### src/rtl/ifetch_prefetch_pkg.sv
// Shared constants for the instruction fetch / prefetch unit.
package ifetch_prefetch_pkg;

  localparam int unsigned INST_WIDTH      = 32;
  localparam int unsigned PC_STEP         = 4;
  localparam logic [31:0] IFETCH_RESET_PC = 32'h0000_0000;

endpackage

### src/rtl/ifetch_prefetch_fifo.sv
// Prefetch FIFO holding {pc, inst} pairs; head is a register read, no bypass.
module ifetch_fifo
  import ifetch_prefetch_pkg::*;
#(
  parameter int unsigned W     = 64,
  parameter int unsigned DEPTH = 4
) (
  input  logic                        clk,
  input  logic                        rst,
  input  logic                        push,
  input  logic [W-1:0]                push_data,
  input  logic                        pop,
  input  logic                        flush,
  output logic [$clog2(DEPTH):0]      count,
  output logic [W-1:0]                head_data
);

  localparam int unsigned AW = $clog2(DEPTH);
  localparam int unsigned CW = AW + 1;

  logic [W-1:0]  mem [DEPTH];
  logic [AW-1:0] wr_ptr;
  logic [AW-1:0] rd_ptr;
  logic          do_push;
  logic          do_pop;

  assign do_pop  = pop && (count != '0);
  assign do_push = push && ((count != CW'(DEPTH)) || do_pop);

  always_ff @(posedge clk) begin
    if (rst || flush) begin
      wr_ptr <= '0;
      rd_ptr <= '0;
      count  <= '0;
    end else begin
      if (do_push) wr_ptr <= wr_ptr + AW'(1);
      if (do_pop)  rd_ptr <= rd_ptr + AW'(1);
      count <= count + CW'(do_push) - CW'(do_pop);
    end
  end

  // Storage needs no reset; head is masked while empty.
  always_ff @(posedge clk) begin
    if (!rst && !flush && do_push) mem[wr_ptr] <= push_data;
  end

  assign head_data = (count != '0) ? mem[rd_ptr] : '0;

endmodule

### src/rtl/ifetch_prefetch.sv
// Sequential instruction prefetcher: credit-limited requests, in-order responses,
// redirect flushes the queue and discards responses still in flight.
module ifetch_prefetch
  import ifetch_prefetch_pkg::*;
#(
  parameter int unsigned     XLEN     = 32,
  parameter logic [XLEN-1:0] RESET_PC = XLEN'(IFETCH_RESET_PC),
  parameter int unsigned     DEPTH    = 4
) (
  input  logic                  clk,
  input  logic                  rst,
  output logic                  imem_req,
  output logic [XLEN-1:0]       imem_addr,
  input  logic                  imem_gnt,
  input  logic                  imem_rvalid,
  input  logic [INST_WIDTH-1:0] imem_rdata,
  input  logic                  redirect_valid,
  input  logic [XLEN-1:0]       redirect_pc,
  output logic                  out_valid,
  input  logic                  out_ready,
  output logic [INST_WIDTH-1:0] out_inst,
  output logic [XLEN-1:0]       out_pc,
  output logic [XLEN-1:0]       out_pc_plus_4
);

  localparam int unsigned AW = $clog2(DEPTH);
  localparam int unsigned CW = AW + 1;
  localparam int unsigned SW = CW + 2;
  localparam int unsigned FW = XLEN + INST_WIDTH;

  logic [XLEN-1:0] fetch_pc;
  logic [XLEN-1:0] resp_pc;
  logic [CW-1:0]   count;
  logic [CW-1:0]   outstanding;
  logic [CW-1:0]   discard;
  logic [FW-1:0]   head;
  logic [XLEN-1:0] redirect_base;
  logic [SW-1:0]   discard_sum;
  logic            grant;
  logic            keep;
  logic            drop;
  logic            pop;

  assign imem_req  = !rst && ((SW'(count) + SW'(outstanding)) < SW'(DEPTH));
  assign imem_addr = fetch_pc;
  assign grant     = imem_req && imem_gnt;
  assign keep      = imem_rvalid && (discard == '0) && !redirect_valid;
  assign drop      = imem_rvalid && (discard != '0);
  assign pop       = out_valid && out_ready && !redirect_valid;

  assign redirect_base = {redirect_pc[XLEN-1:2], 2'b00};
  // Everything granted but not yet returned becomes stale on a redirect.
  assign discard_sum   = SW'(discard) + SW'(outstanding) + SW'(grant) - SW'(imem_rvalid);

  always_ff @(posedge clk) begin
    if (rst) begin
      fetch_pc    <= {RESET_PC[XLEN-1:2], 2'b00};
      resp_pc     <= {RESET_PC[XLEN-1:2], 2'b00};
      outstanding <= '0;
      discard     <= '0;
    end else if (redirect_valid) begin
      fetch_pc    <= redirect_base;
      resp_pc     <= redirect_base;
      outstanding <= '0;
      discard     <= CW'(discard_sum);
    end else begin
      if (grant) fetch_pc <= fetch_pc + XLEN'(PC_STEP);
      if (keep)  resp_pc  <= resp_pc + XLEN'(PC_STEP);
      if (drop)  discard  <= discard - CW'(1);
      outstanding <= outstanding + CW'(grant) - CW'(keep);
    end
  end

  ifetch_fifo #(
    .W     (FW),
    .DEPTH (DEPTH)
  ) u_fifo (
    .clk       (clk),
    .rst       (rst),
    .push      (keep),
    .push_data ({resp_pc, imem_rdata}),
    .pop       (pop),
    .flush     (redirect_valid),
    .count     (count),
    .head_data (head)
  );

  assign out_valid     = (count != '0);
  assign out_inst      = head[INST_WIDTH-1:0];
  assign out_pc        = head[FW-1:INST_WIDTH];
  assign out_pc_plus_4 = out_valid ? (out_pc + XLEN'(PC_STEP)) : '0;

endmodule

### config.mk
export PLATFORM = sky130hd
export DESIGN_NAME = ifetch_prefetch
export DESIGN_NICKNAME = d
export VERILOG_FILES = /design/src/rtl/ifetch_prefetch_pkg.sv /design/src/rtl/ifetch_prefetch_fifo.sv /design/src/rtl/ifetch_prefetch.sv
export SDC_FILE = /design/constraint.sdc
export NUM_CORES = 1
export LEC_CHECK = 0
export CAP_MARGIN = 20
export CORE_MARGIN = 1.5
export CORE_UTILIZATION = 45
export CTS_CLUSTER_DIAMETER = 30
export DETAILED_ROUTE_END_ITERATION = 8
export HOLD_SLACK_MARGIN = 0.1
export PLACE_DENSITY = 0.68
export SLEW_MARGIN = 10
export SYNTH_ARGS = -nofsm -noshare
export SYNTH_HDL_FRONTEND = slang
export SYNTH_SLANG_ARGS = --single-unit
### constraint.sdc
create_clock -name clk -period 3.9 [get_ports clk]
set_clock_uncertainty 0.05 [all_clocks]
set_input_delay 0.78 -clock clk [delete_from_list [all_inputs] [get_ports clk]]
set_output_delay 0.78 -clock clk [all_outputs]
set_load 0.1 [all_outputs]
==> run summary <==
FF+latch count, synth - 323
First-pass detailed-route iteration total - 4
Number of library cell types mapped by synthesis - 54
Die Span Y - 182 µm
Cell types with the largest area share after synthesis - sky130_fd_sc_hd__edfxtp_1 52%, sky130_fd_sc_hd__dfxtp_1 10%, sky130_fd_sc_hd__mux4_2 8.0%
Total number of H-tree levels - 2
Fraction of power consumed by the clock network - 0.465
Leakage power - 6.82 nW
Die ar. - 33100 µm²
Clk sinks - 323
Syn_area_per_cell - 14.1 µm²
Filler Cells Inserted - 2380
Slew @ Worst Pin - 0.982 ns
Antenna violations before repair - 0
Vias in the first global route - 9291
Final worst setup slack - -0.0881 ns
Met2 Usage GRT - 0.312
Maximum fanout along the worst path - 7
Final Hold Viols - 0
Count of antenna diodes in the layout - 0
Hold buffer count at CTS - 0
Fraction of met1 tracks used by global routing - 0.285
Global Route met3 Usage - 0.0447
Worst slew margin relative to its limit - 0.343
Power density of the placed cells - 533 nW/µm²
Clock-pin slew on the worst setup and hold paths - 0.04 ns
Synthesized instance count - 1023
Congestion Overflow GR - 0
Ports placed on the boundary - 200
Number of placed instances with taps included - 1597
Switching share of total power - 0.281
Count of routing violations after the opening detailed-route iteration - 629
Kind of launch point of the worst setup path - flip-flop
Total net switching power - 0.00291 W
Outcome - complete, but fails checks
Critical path endpoint category - primary output
WP data required - 3.07 ns
First-pass GRT wire length - 51.5 mm
Arrival time worst endpoint - 3.16 ns
DRC - 0
Floorplan row count - 65
Seq/Total Area, Yosys - 0.621
Count of flip-flops with a built-in enable after synthesis - 248
Buffers added on ports - 191
Area growth from synthesis to final layout - 34.7%
Final design instance area without fill - 19400 µm²
Maximum vdd ir drop - 0.000319 V
Number of nets in the layout - 1371
Library cell used as clock root buffer - sky130_fd_sc_hd__clkbuf_16
Worst Min Path Start - u_fifo.rd_ptr[1]$_SDFFE_PP0P_
Instance area at placement - 17200 µm²
X dimension of the die - 182 µm
Total wirelength of the detailed-routed design - 33.2 mm
Cell Count, Final, Fillers Out - 1729
Number of violations of the max-capacitance limit - 0
Vias after detailed routing - 9284
Routed wire per std cell - 19.2 µm
Power Internal - 0.00744 W
Post-route fraction of the period consumed by the critical path - 1.02
Max-slew violation count - 0
Setup repair after global routing missed its margin - yes
Peak Freq - 251 MHz
Proportion of register bits with asynchronous set or reset after synthesis - 0
Layer with the highest usage - met2
Worst reg2reg path startpoint - u_fifo.count[2]$_SDFF_PP0_
Hold Crit Class - flip-flop to flip-flop
Synthesis Warnings - 0
CTS Buffer Depth - 3
Total half-perimeter wirelength after legalization and detailed placement - 21.8 mm
Cell area after synthesis - 14400 µm²
Vias per inst - 5.37
Total routing usage reported by global routing - 0.200
Pin count of the biggest net entering global routing - 66
Clock insertion delay at the later pin of the skew report - 0.55 ns
RD Place Congestion - 0.870
Starting Density - 0.457
Combinational group share of total power - 0.155
Synth Flop Type - sky130_fd_sc_hd__edfxtp_1
Time the final worst path needs with I/O delays and setup - 3.99 ns
TritonCTS clock tree - built
Setup slack after placement - 0.316 ns
Number of setup violations in the final report - 6
Sequential share of power - 0.380
Violated checks - setup timing
Post-synth top area share - 0.517
Residual antenna-violating net count after detailed routing - 0
Core area - 31600 µm²
Fraction of layout instances using a drive strength above 1 - 0.276
Post-synthesis cell type with the largest combined area - sky130_fd_sc_hd__edfxtp_1
Number of buffers added by the clock tree synthesis step - 58
Start-to-end type of the worst setup path - flip-flop to primary output
==> synthesized netlist by cell type (2+ instances only) <==
library cell                 n
sky130_fd_sc_hd__nand4b_1    2
sky130_fd_sc_hd__edfxtp_1  248
sky130_fd_sc_hd__ha_1       17
sky130_fd_sc_hd__and4b_1     2
sky130_fd_sc_hd__clkbuf_1   29
sky130_fd_sc_hd__dfxtp_1    75
sky130_fd_sc_hd__a21o_1      5
sky130_fd_sc_hd__inv_1      50
sky130_fd_sc_hd__nor4_1      8
sky130_fd_sc_hd__buf_2       6
sky130_fd_sc_hd__buf_1       3
sky130_fd_sc_hd__nor3b_1     2
sky130_fd_sc_hd__buf_12      2
sky130_fd_sc_hd__or2_2       4
sky130_fd_sc_hd__mux4_1     13
sky130_fd_sc_hd__xnor2_1    39
sky130_fd_sc_hd__a21oi_1    34
sky130_fd_sc_hd__nor3_1     12
sky130_fd_sc_hd__a21boi_0   41
sky130_fd_sc_hd__o21bai_1    3
sky130_fd_sc_hd__mux2i_1     4
sky130_fd_sc_hd__buf_6       2
sky130_fd_sc_hd__a31oi_1     4
sky130_fd_sc_hd__mux2_2      6
sky130_fd_sc_hd__and4_1     10
sky130_fd_sc_hd__and3_1     10
sky130_fd_sc_hd__o21ai_0     6
sky130_fd_sc_hd__or3_1       7
sky130_fd_sc_hd__a211oi_1    7
sky130_fd_sc_hd__nor2_1     74
sky130_fd_sc_hd__fa_1        4
sky130_fd_sc_hd__mux4_2     51
sky130_fd_sc_hd__nand3_1    30
sky130_fd_sc_hd__xor2_1     41
sky130_fd_sc_hd__buf_4       9
sky130_fd_sc_hd__and2_1     70
sky130_fd_sc_hd__nand2_1    49
sky130_fd_sc_hd__a311oi_1    3
sky130_fd_sc_hd__nand2b_1    2
sky130_fd_sc_hd__o31ai_1     3
sky130_fd_sc_hd__nand4_1    23
==> cells by family (layout without fill, tap and decap cells) <==
| logic type | Yosys count | in the layout | synth area share |
|---|---|---|---|
| simple gates | 315 | 315 | 0.117 |
| compound gates | 108 | 108 | 0.0493 |
| other cells | 1 | 6 | 0.000260 |
| fa+ha+maj | 21 | 21 | 0.0203 |
| mux | 74 | 74 | 0.111 |
| xor+xnor | 80 | 80 | 0.0486 |
| buf+inv | 101 | 400 | 0.0325 |
| flops | 323 | 323 | 0.621 |
==> worst paths after layout <==
kind                                                 endpoint  slack, ns  cells after the start
worst max-delay path                        out_pc_plus_4[26]      -0.09                     10
worst max register to register     imem_addr[17]$_SDFFE_PP0P_       1.13                      8
worst min-delay path            u_fifo.rd_ptr[1]$_SDFFE_PP0P_       0.49                      2
worst min register to register  u_fifo.rd_ptr[1]$_SDFFE_PP0P_       0.49                      2
==> power groups by stage <==
| stage | clock network, W | logic [W] | registers, W |
|---|---|---|---|
| 6_report | 0.00481 | 0.00161 | 0.00393 |
| 5_1_grt | 0.00507 | 0.00169 | 0.00395 |
| 2_1_floorplan | 0 | 0.000996 | 0.00412 |
| 3_3_place_gp | 0 | 0.00157 | 0.00399 |
| 4_1_cts | 0.00488 | 0.00159 | 0.00393 |
| 3_5_place_dp | 0 | 0.00158 | 0.00400 |
==> per-stage QoR <==
step                      TNS [ns]  total power (W)  utilization  hold WS, ns
after floorplan             -0.544          0.00512            -        0.430
after global placement           0          0.00556        0.544        0.462
after detailed placement         0          0.00558        0.544        0.472
after CTS                   -0.336           0.0104        0.606        0.491
after global routing         -1.63           0.0107        0.615        0.511
final                       -0.276           0.0103        0.615        0.487
==> registers in the layout (all words and copies together) (netlist names), named ones only <==
name,count
u_fifo.wr_ptr,2
imem_addr,30
u_fifo.mem,248
discard,3
outstanding,3
u_fifo.rd_ptr,2
resp_pc,30
u_fifo.count,3
==> metal layers <==
layer / share of wire / vias to the layer above
met4: 0.014 / 0
met1: 0.46 / 4586
met5: 0 / -
met3: 0.072 / 35
li1: - / 4330
met2: 0.45 / 333
==> critical path: stages, from the launching register on <==
cell,delay (ns)
sky130_fd_sc_hd__dfxtp_4,0.40
sky130_fd_sc_hd__mux4_2,0.38
sky130_fd_sc_hd__and2_4,0.16
sky130_fd_sc_hd__ha_4,0.13
sky130_fd_sc_hd__nand2_1,0.05
sky130_fd_sc_hd__o22a_1,0.26
sky130_fd_sc_hd__nor4_2,0.25
sky130_fd_sc_hd__nand2_2,0.17
sky130_fd_sc_hd__or4_4,0.46
sky130_fd_sc_hd__a21oi_4,0.16
sky130_fd_sc_hd__buf_12,0.19
==> cell usage in the layout, fill, tap and decap left out, types with 5 or more instances in the layout <==
cell type | Yosys | layout
sky130_fd_sc_hd__a21boi_0 | 41 | 41
sky130_fd_sc_hd__nor3_1 | 12 | 7
sky130_fd_sc_hd__clkbuf_1 | 29 | 5
sky130_fd_sc_hd__a21oi_1 | 34 | 31
sky130_fd_sc_hd__mux4_2 | 51 | 61
sky130_fd_sc_hd__bufinv_16 | 0 | 5
sky130_fd_sc_hd__a21o_1 | 5 | 5
sky130_fd_sc_hd__dfxtp_1 | 75 | 72
sky130_fd_sc_hd__clkdlybuf4s50_1 | 0 | 97
sky130_fd_sc_hd__nand3_1 | 30 | 26
sky130_fd_sc_hd__buf_4 | 9 | 104
sky130_fd_sc_hd__o21ai_0 | 6 | 5
sky130_fd_sc_hd__and2_1 | 70 | 62
sky130_fd_sc_hd__inv_6 | 0 | 8
sky130_fd_sc_hd__and2_2 | 0 | 5
sky130_fd_sc_hd__clkinv_2 | 0 | 7
sky130_fd_sc_hd__nor2_4 | 0 | 10
sky130_fd_sc_hd__inv_1 | 50 | 49
sky130_fd_sc_hd__ha_1 | 17 | 16
sky130_fd_sc_hd__and4_1 | 10 | 10
sky130_fd_sc_hd__clkinvlp_4 | 0 | 7
sky130_fd_sc_hd__or3_1 | 7 | 7
sky130_fd_sc_hd__mux2_4 | 0 | 6
sky130_fd_sc_hd__nand2_1 | 49 | 47
sky130_fd_sc_hd__nor2_1 | 74 | 60
sky130_fd_sc_hd__xnor2_1 | 39 | 39
sky130_fd_sc_hd__edfxtp_1 | 248 | 248
sky130_fd_sc_hd__a211oi_1 | 7 | 7
sky130_fd_sc_hd__conb_1 | 1 | 6
sky130_fd_sc_hd__clkinv_4 | 0 | 7
sky130_fd_sc_hd__and3_1 | 10 | 10
sky130_fd_sc_hd__buf_12 | 2 | 37
sky130_fd_sc_hd__nor4_1 | 8 | 6
sky130_fd_sc_hd__nand4_1 | 23 | 23
sky130_fd_sc_hd__clkinv_1 | 0 | 7
sky130_fd_sc_hd__clkbuf_16 | 0 | 60
sky130_fd_sc_hd__xor2_1 | 41 | 38
==> layout make-up <==
type / count / area, µm² / share of cell area
inverter: 50 / 188 / 0.00967
timing repair buffer: 243 / 2580 / 0.133
clock inverter: 43 / 418 / 0.0215
tap: 402 / 503 / 0.0259
clock buffer: 64 / 1500 / 0.0770
sequential: 323 / 8960 / 0.461
multi-input combinational: 604 / 5270 / 0.272
==> timing repair <==
| item | 4_1_cts | 5_1_grt |
|---|---|---|
| gates resized for setup | 18 | 31 |
| endpoints found under the setup margin | 16 | 17 |
| pin swaps | 6 | 14 |
| gates cloned | 0 | 1 |
| setup buffers | 6 | 18 |
Note: power is estimated with default switching activity, not from simulation.
